File: config.mk
export PLATFORM = sky130hd
export DESIGN_NAME = pipe_wb_regfile
export DESIGN_NICKNAME = d
export VERILOG_FILES = /design/src/rtl/pipe_wb_regfile.sv
export SDC_FILE = /design/constraint.sdc
export NUM_CORES = 2
export LEC_CHECK = 0
export ABC_AREA = 1
export ABC_CLOCK_PERIOD_IN_PS = 34100
export BUFFER_PORTS_ARGS = -buffer_cell sky130_fd_sc_hd__buf_2
export CAP_MARGIN = 10
export CORE_UTILIZATION = 47
export CTS_BUF_LIST = sky130_fd_sc_hd__clkbuf_8
export CTS_CLUSTER_SIZE = 24
export DETAILED_ROUTE_END_ITERATION = 10
export PLACE_DENSITY = 0.72
export REMOVE_ABC_BUFFERS = 1
export SYNTH_ARGS = -nofsm -noshare
export SYNTH_HDL_FRONTEND = slang
export SYNTH_SLANG_ARGS = --single-unit
File: constraint.sdc
create_clock -name clk -period 34.1 [get_ports clk]
set_input_delay 3.41 -clock clk [delete_from_list [all_inputs] [get_ports clk]]
set_output_delay 3.41 -clock clk [all_outputs]
set_load 0.01 [all_outputs]
File: src/rtl/pipe_wb_regfile.sv
// Write-back stage: commits MEM/WB results to the GPR file and HI/LO, and serves decode reads.
// Define WB_BYPASS_EN for write-first read bypass on the GPR, HI and LO outputs.
module pipe_wb_regfile #(
    parameter int unsigned DATA_W = 32,
    parameter int unsigned ADDR_W = 5
) (
    input  logic              clk,
    input  logic              rst,
    input  logic              mux_rf_DMEM,
    input  logic              rf_wena,
    input  logic [ADDR_W-1:0] rf_waddr,
    input  logic              hi_ena,
    input  logic [DATA_W-1:0] hi_idata,
    input  logic              lo_ena,
    input  logic [DATA_W-1:0] lo_idata,
    input  logic [DATA_W-1:0] exe_out,
    input  logic [DATA_W-1:0] DMEM_rdata,
    input  logic [ADDR_W-1:0] rs_addr,
    input  logic [ADDR_W-1:0] rt_addr,
    output logic [DATA_W-1:0] rs_data,
    output logic [DATA_W-1:0] rt_data,
    output logic [DATA_W-1:0] hi_odata,
    output logic [DATA_W-1:0] lo_odata,
    output logic [DATA_W-1:0] wb_data,
    output logic [31:0]       wb_count
);

    localparam int unsigned NumRegs = 2 ** ADDR_W;

    logic [DATA_W-1:0] gpr_q [NumRegs];
    logic [DATA_W-1:0] gpr_d [NumRegs];
    logic [DATA_W-1:0] hi_q, hi_d;
    logic [DATA_W-1:0] lo_q, lo_d;
    logic [31:0]       wb_count_q, wb_count_d;
    logic              gpr_we;

    assign wb_data = mux_rf_DMEM ? DMEM_rdata : exe_out;
    assign gpr_we  = rf_wena && (rf_waddr != '0);

    always_comb begin
        gpr_d      = gpr_q;
        hi_d       = hi_q;
        lo_d       = lo_q;
        wb_count_d = wb_count_q;
        if (gpr_we) begin
            gpr_d[rf_waddr] = wb_data;
            wb_count_d      = wb_count_q + 32'd1;
        end
        // R0 is hardwired; never let a write land there.
        gpr_d[0] = '0;
        if (hi_ena) hi_d = hi_idata;
        if (lo_ena) lo_d = lo_idata;
    end

    always_ff @(posedge clk or posedge rst) begin
        if (rst) begin
            for (int i = 0; i < NumRegs; i++) gpr_q[i] <= '0;
            hi_q       <= '0;
            lo_q       <= '0;
            wb_count_q <= '0;
        end else begin
            gpr_q      <= gpr_d;
            hi_q       <= hi_d;
            lo_q       <= lo_d;
            wb_count_q <= wb_count_d;
        end
    end

    always_comb begin
        rs_data  = (rs_addr == '0) ? '0 : gpr_q[rs_addr];
        rt_data  = (rt_addr == '0) ? '0 : gpr_q[rt_addr];
        hi_odata = hi_q;
        lo_odata = lo_q;
`ifdef WB_BYPASS_EN
        // Write-first: decode sees the value being committed this cycle.
        if (gpr_we && (rf_waddr == rs_addr)) rs_data = wb_data;
        if (gpr_we && (rf_waddr == rt_addr)) rt_data = wb_data;
        if (hi_ena) hi_odata = hi_idata;
        if (lo_ena) lo_odata = lo_idata;
`endif
    end

    assign wb_count = wb_count_q;

endmodule

==> summary.md <==
| Metric | Value |
|---|---|
| Status | finished clean |
| Post-CTS Hold Buffers | 0 |
| Leading area contributor after synthesis | dfrtp_1 |
| CTS H-tree lvls | 4 |
| Core area | approximately 0.13 mm^2 |
| Overall die width | about 370 um |
| Clk root buf | clkbuf_8 |
| Min-delay src | gpr_q[681]$_DFFE_PP0P_ |
| Flops & latches, synth | about 1100 |
| Endpoints failing setup | 0 |
| Clock Skew | just under 20 ps |
| Adder-cell share of the synthesized area | 0.0001997 |
| Syn_area_per_cell | roughly 6.6 um^2 |
| GR Overflow Total | 0 |
| Fin crit share | 0.3330 |
| Total area of sequential cells | 0.02723 mm^2 |
| DRC | 0 |
| FFs w/ async S/R, synth | 1.000 |
| Crit path kind | in -> out |
| Synth Flop Type | dfrtp_1 |
| Multiplexer area fraction after synthesis | 0.01150 |
| PortBufs | 340 |
| Routed wire length | between 200000 and 250000 um |
| Layout cells sized above 1 | 0.08811 |
| FP Rows | 133 |
| Post-detail-place hpwl | between 100000 and 150000 um |
| Synth unique cells | 34 |
| Layout area overhead | 9.841% |
| Die Ht | ~370 um |
| Combinational family with the most area after synthesis | simple AND/OR/NAND/NOR gates |
| DP Area | ~0.065 mm^2 |
| Vias in the first global route | about 61000 |
| Register area share after synthesis | 0.4345 |
| Largest net degree at the start of global routing | 176 |
| Highest Clock Rate | a little under 90 MHz |
| Mapped cell area | roughly 0.063 mm^2 |
| Most frequent cells in the layout | 3860 x nand2_1, 1226 x nand3_1, 1088 x dfrtp_1 |
| Comb power frac | 0.235 |
| Post-Synthesis Cells | approximately 9400 |
| Pleak | around 0.035 uW |
| Total clock sinks | 1088 |
| I/O pin count | between 300 and 400 |
| First-pass GRT wire length | roughly 370000 um |
| Synth top area share | 0.4345 |
| Fin. Hold Viols | 0 |
| Postcts setup bufs | 0 |
| Nets | approximately 9500 |
| Clk Latency, worst-skew pair | between 900 and 1000 ps |
| CP Data Required Time | 30690 ps |
| Die ar. | around 0.13 mm^2 |
| Post-synthesis compound-gate area fraction | 0.09673 |
| Setup crit end kind | output pin |
| Total power | approximately 4000 uW |
| Filler Cell Count | around 13000 |
| CP Launch Type | input port |
| Post-layout minimum cycle time | approximately 11000 ps |
| Critical path peak fanout | roughly 130 |
| Placer Congestion | ~0.91 |
| Critical Path AT | about 8000 ps |
| Synth Area in Simple Gates | 0.3507 |
| Post-CTS sizing | 0 |
| Synth Area in XOR/XNOR | 0.002376 |
| Switching part of the total | 0.3501 |
| Max Cap Viol | 0 |
| Multi-input logic area | about 0.029 mm^2 |
| Overall routing resource usage | 0.3500 |
| Number of enable flip-flop cells after synthesis | 0 |
| Maximum vdd drop | roughly 0.042 mV |
| RR Startpoint | wb_count[4]$_DFFE_PP0P_ |
| RSZ-0062 raised after global routing | no |
| Int Pwr | ~2500 uW |
| Post-Layout Inst Area | just under 0.07 mm^2 |
| Worst Setup SP | rt_addr[0] |
| Hold Path Class | reg -> reg |
| Slew Viols, Final | 0 |
| Synth warnings | 0 |
| ANT nets after route | 0 |
| Most common cell after layout, fill and taps aside | nand2_1 |
| Clk pwr share | 0.322 |
| Vias | 64620 |
| Initial DRC count | approximately 8700 |
| Pwr Density | approximately 57 mW/mm^2 |
| CTS tree | yes |
| P_sw | roughly 1400 uW |
| Setup TNS | 0 ps |
| Pre-Repair DR Iteration Count | 6 |
| Non-filler instance count after layout | approximately 11000 |
| Initial core utilization | 0.4754 |
| Initial antenna violation count | 6 |
| Via density | 5.720 |
| CTS clk-pin slew, worst paths | approximately 60 ps |
| DR WL/cell | about 21 um |
| Slew HR | 0.1403 |
| Worst Tran Pin Value | between 1000 and 1500 ps |
| TritonCTS Buffers | around 190 |
| Cell count after placement | 10940 |
| Hold WS | about 490 ps |
| Sequential share of power | 0.443 |
| Clock Tree Buf Depth | 3 |
| Most area-consuming cells after synthesis | dfrtp_1 43%, nand2_1 23%, nand3_1 9.8%, o21ai_0 7.7%, inv_1 5.9% |
-- cells in the mapped netlist (all sizes together) (5+ instances only) --
| master | instances |
|---|---|
| nand3 | 1231 |
| clkbuf | 418 |
| nand4 | 5 |
| or2 | 15 |
| nor2 | 245 |
| a21oi | 199 |
| nand3b | 11 |
| buf | 263 |
| xnor2 | 5 |
| xor2 | 12 |
| o21ai | 1012 |
| dfrtp | 1088 |
| mux2 | 64 |
| inv | 990 |
| nand2 | 3865 |
-- cell type report --
class                   count  share of cell area
inverters                 992             0.05503
repair buffers            438             0.03732
well taps                1755             0.03191
flip-flops and latches   1088              0.3956
diodes                      9           0.0003272
clock buffers             235             0.04699
clock inverters           111             0.01013
multi-input cells        6669              0.4227
-- worst max-delay path: stages --
cell and delay [ps]:
buf_8 400, inv_8 450, nor2_4 740, buf_4 1000
buf_4 800, nand2_1 100, nand3_1 120, nand3_1 90
nand2_1 120, nand2_1 50, nand2_1 210, buf_2 180
-- logic make-up after synthesis --
group,count (synthesis)
simple gates,5376
buf+inv,1673
compound gates,1211
flops,1088
mux,64
xor+xnor,17
fa+ha+maj,1
-- flip-flops by register name, summed over array words and instances (netlist names) --
signal and cells:
gpr_q 992, hi_odata 32, lo_odata 32, wb_count 32
-- power groups by stage --
stage	clock [uW]	sequential [uW]	combinational [uW]
final	1260	1740	922
after global routing	1330	1770	1050
after CTS	1270	1730	909
after detailed placement	0	1750	904
after global placement	0	1740	878
after floorplan	0	1730	632
-- stage by stage --
stage | worst slack [ps] | util
after global placement | 23010 | 0.4922
after floorplan | 58.94 | -
after global routing | 22760 | 0.5221
final | 22740 | 0.5222
after detailed placement | 23020 | 0.4922
after CTS | 23020 | 0.5220
-- per-layer routing --
metal,track usage,wire (um),vias up
li1,-,-,29320
met1,0.4566,90020,29950
met2,0.5419,104900,4462
met3,0.08065,31340,886
met4,0.1816,13730,0
met5,0,0,-
-- worst paths after layout --
kind                                       endpoint  slack (ps)  cells past startpoint
min reg2reg                  gpr_q[681]$_DFFE_PP0P_         490                      2
max in group asynchronous    gpr_q[371]$_DFFE_PP0P_       28250                      5
max                                     rt_data[12]       22740                     12
max reg2reg                wb_count[11]$_DFFE_PP0P_       32240                      6
min                          gpr_q[681]$_DFFE_PP0P_         490                      2
min in group asynchronous    gpr_q[394]$_DFFE_PP0P_        2590                      2
(Power assumes the default switching activity.)
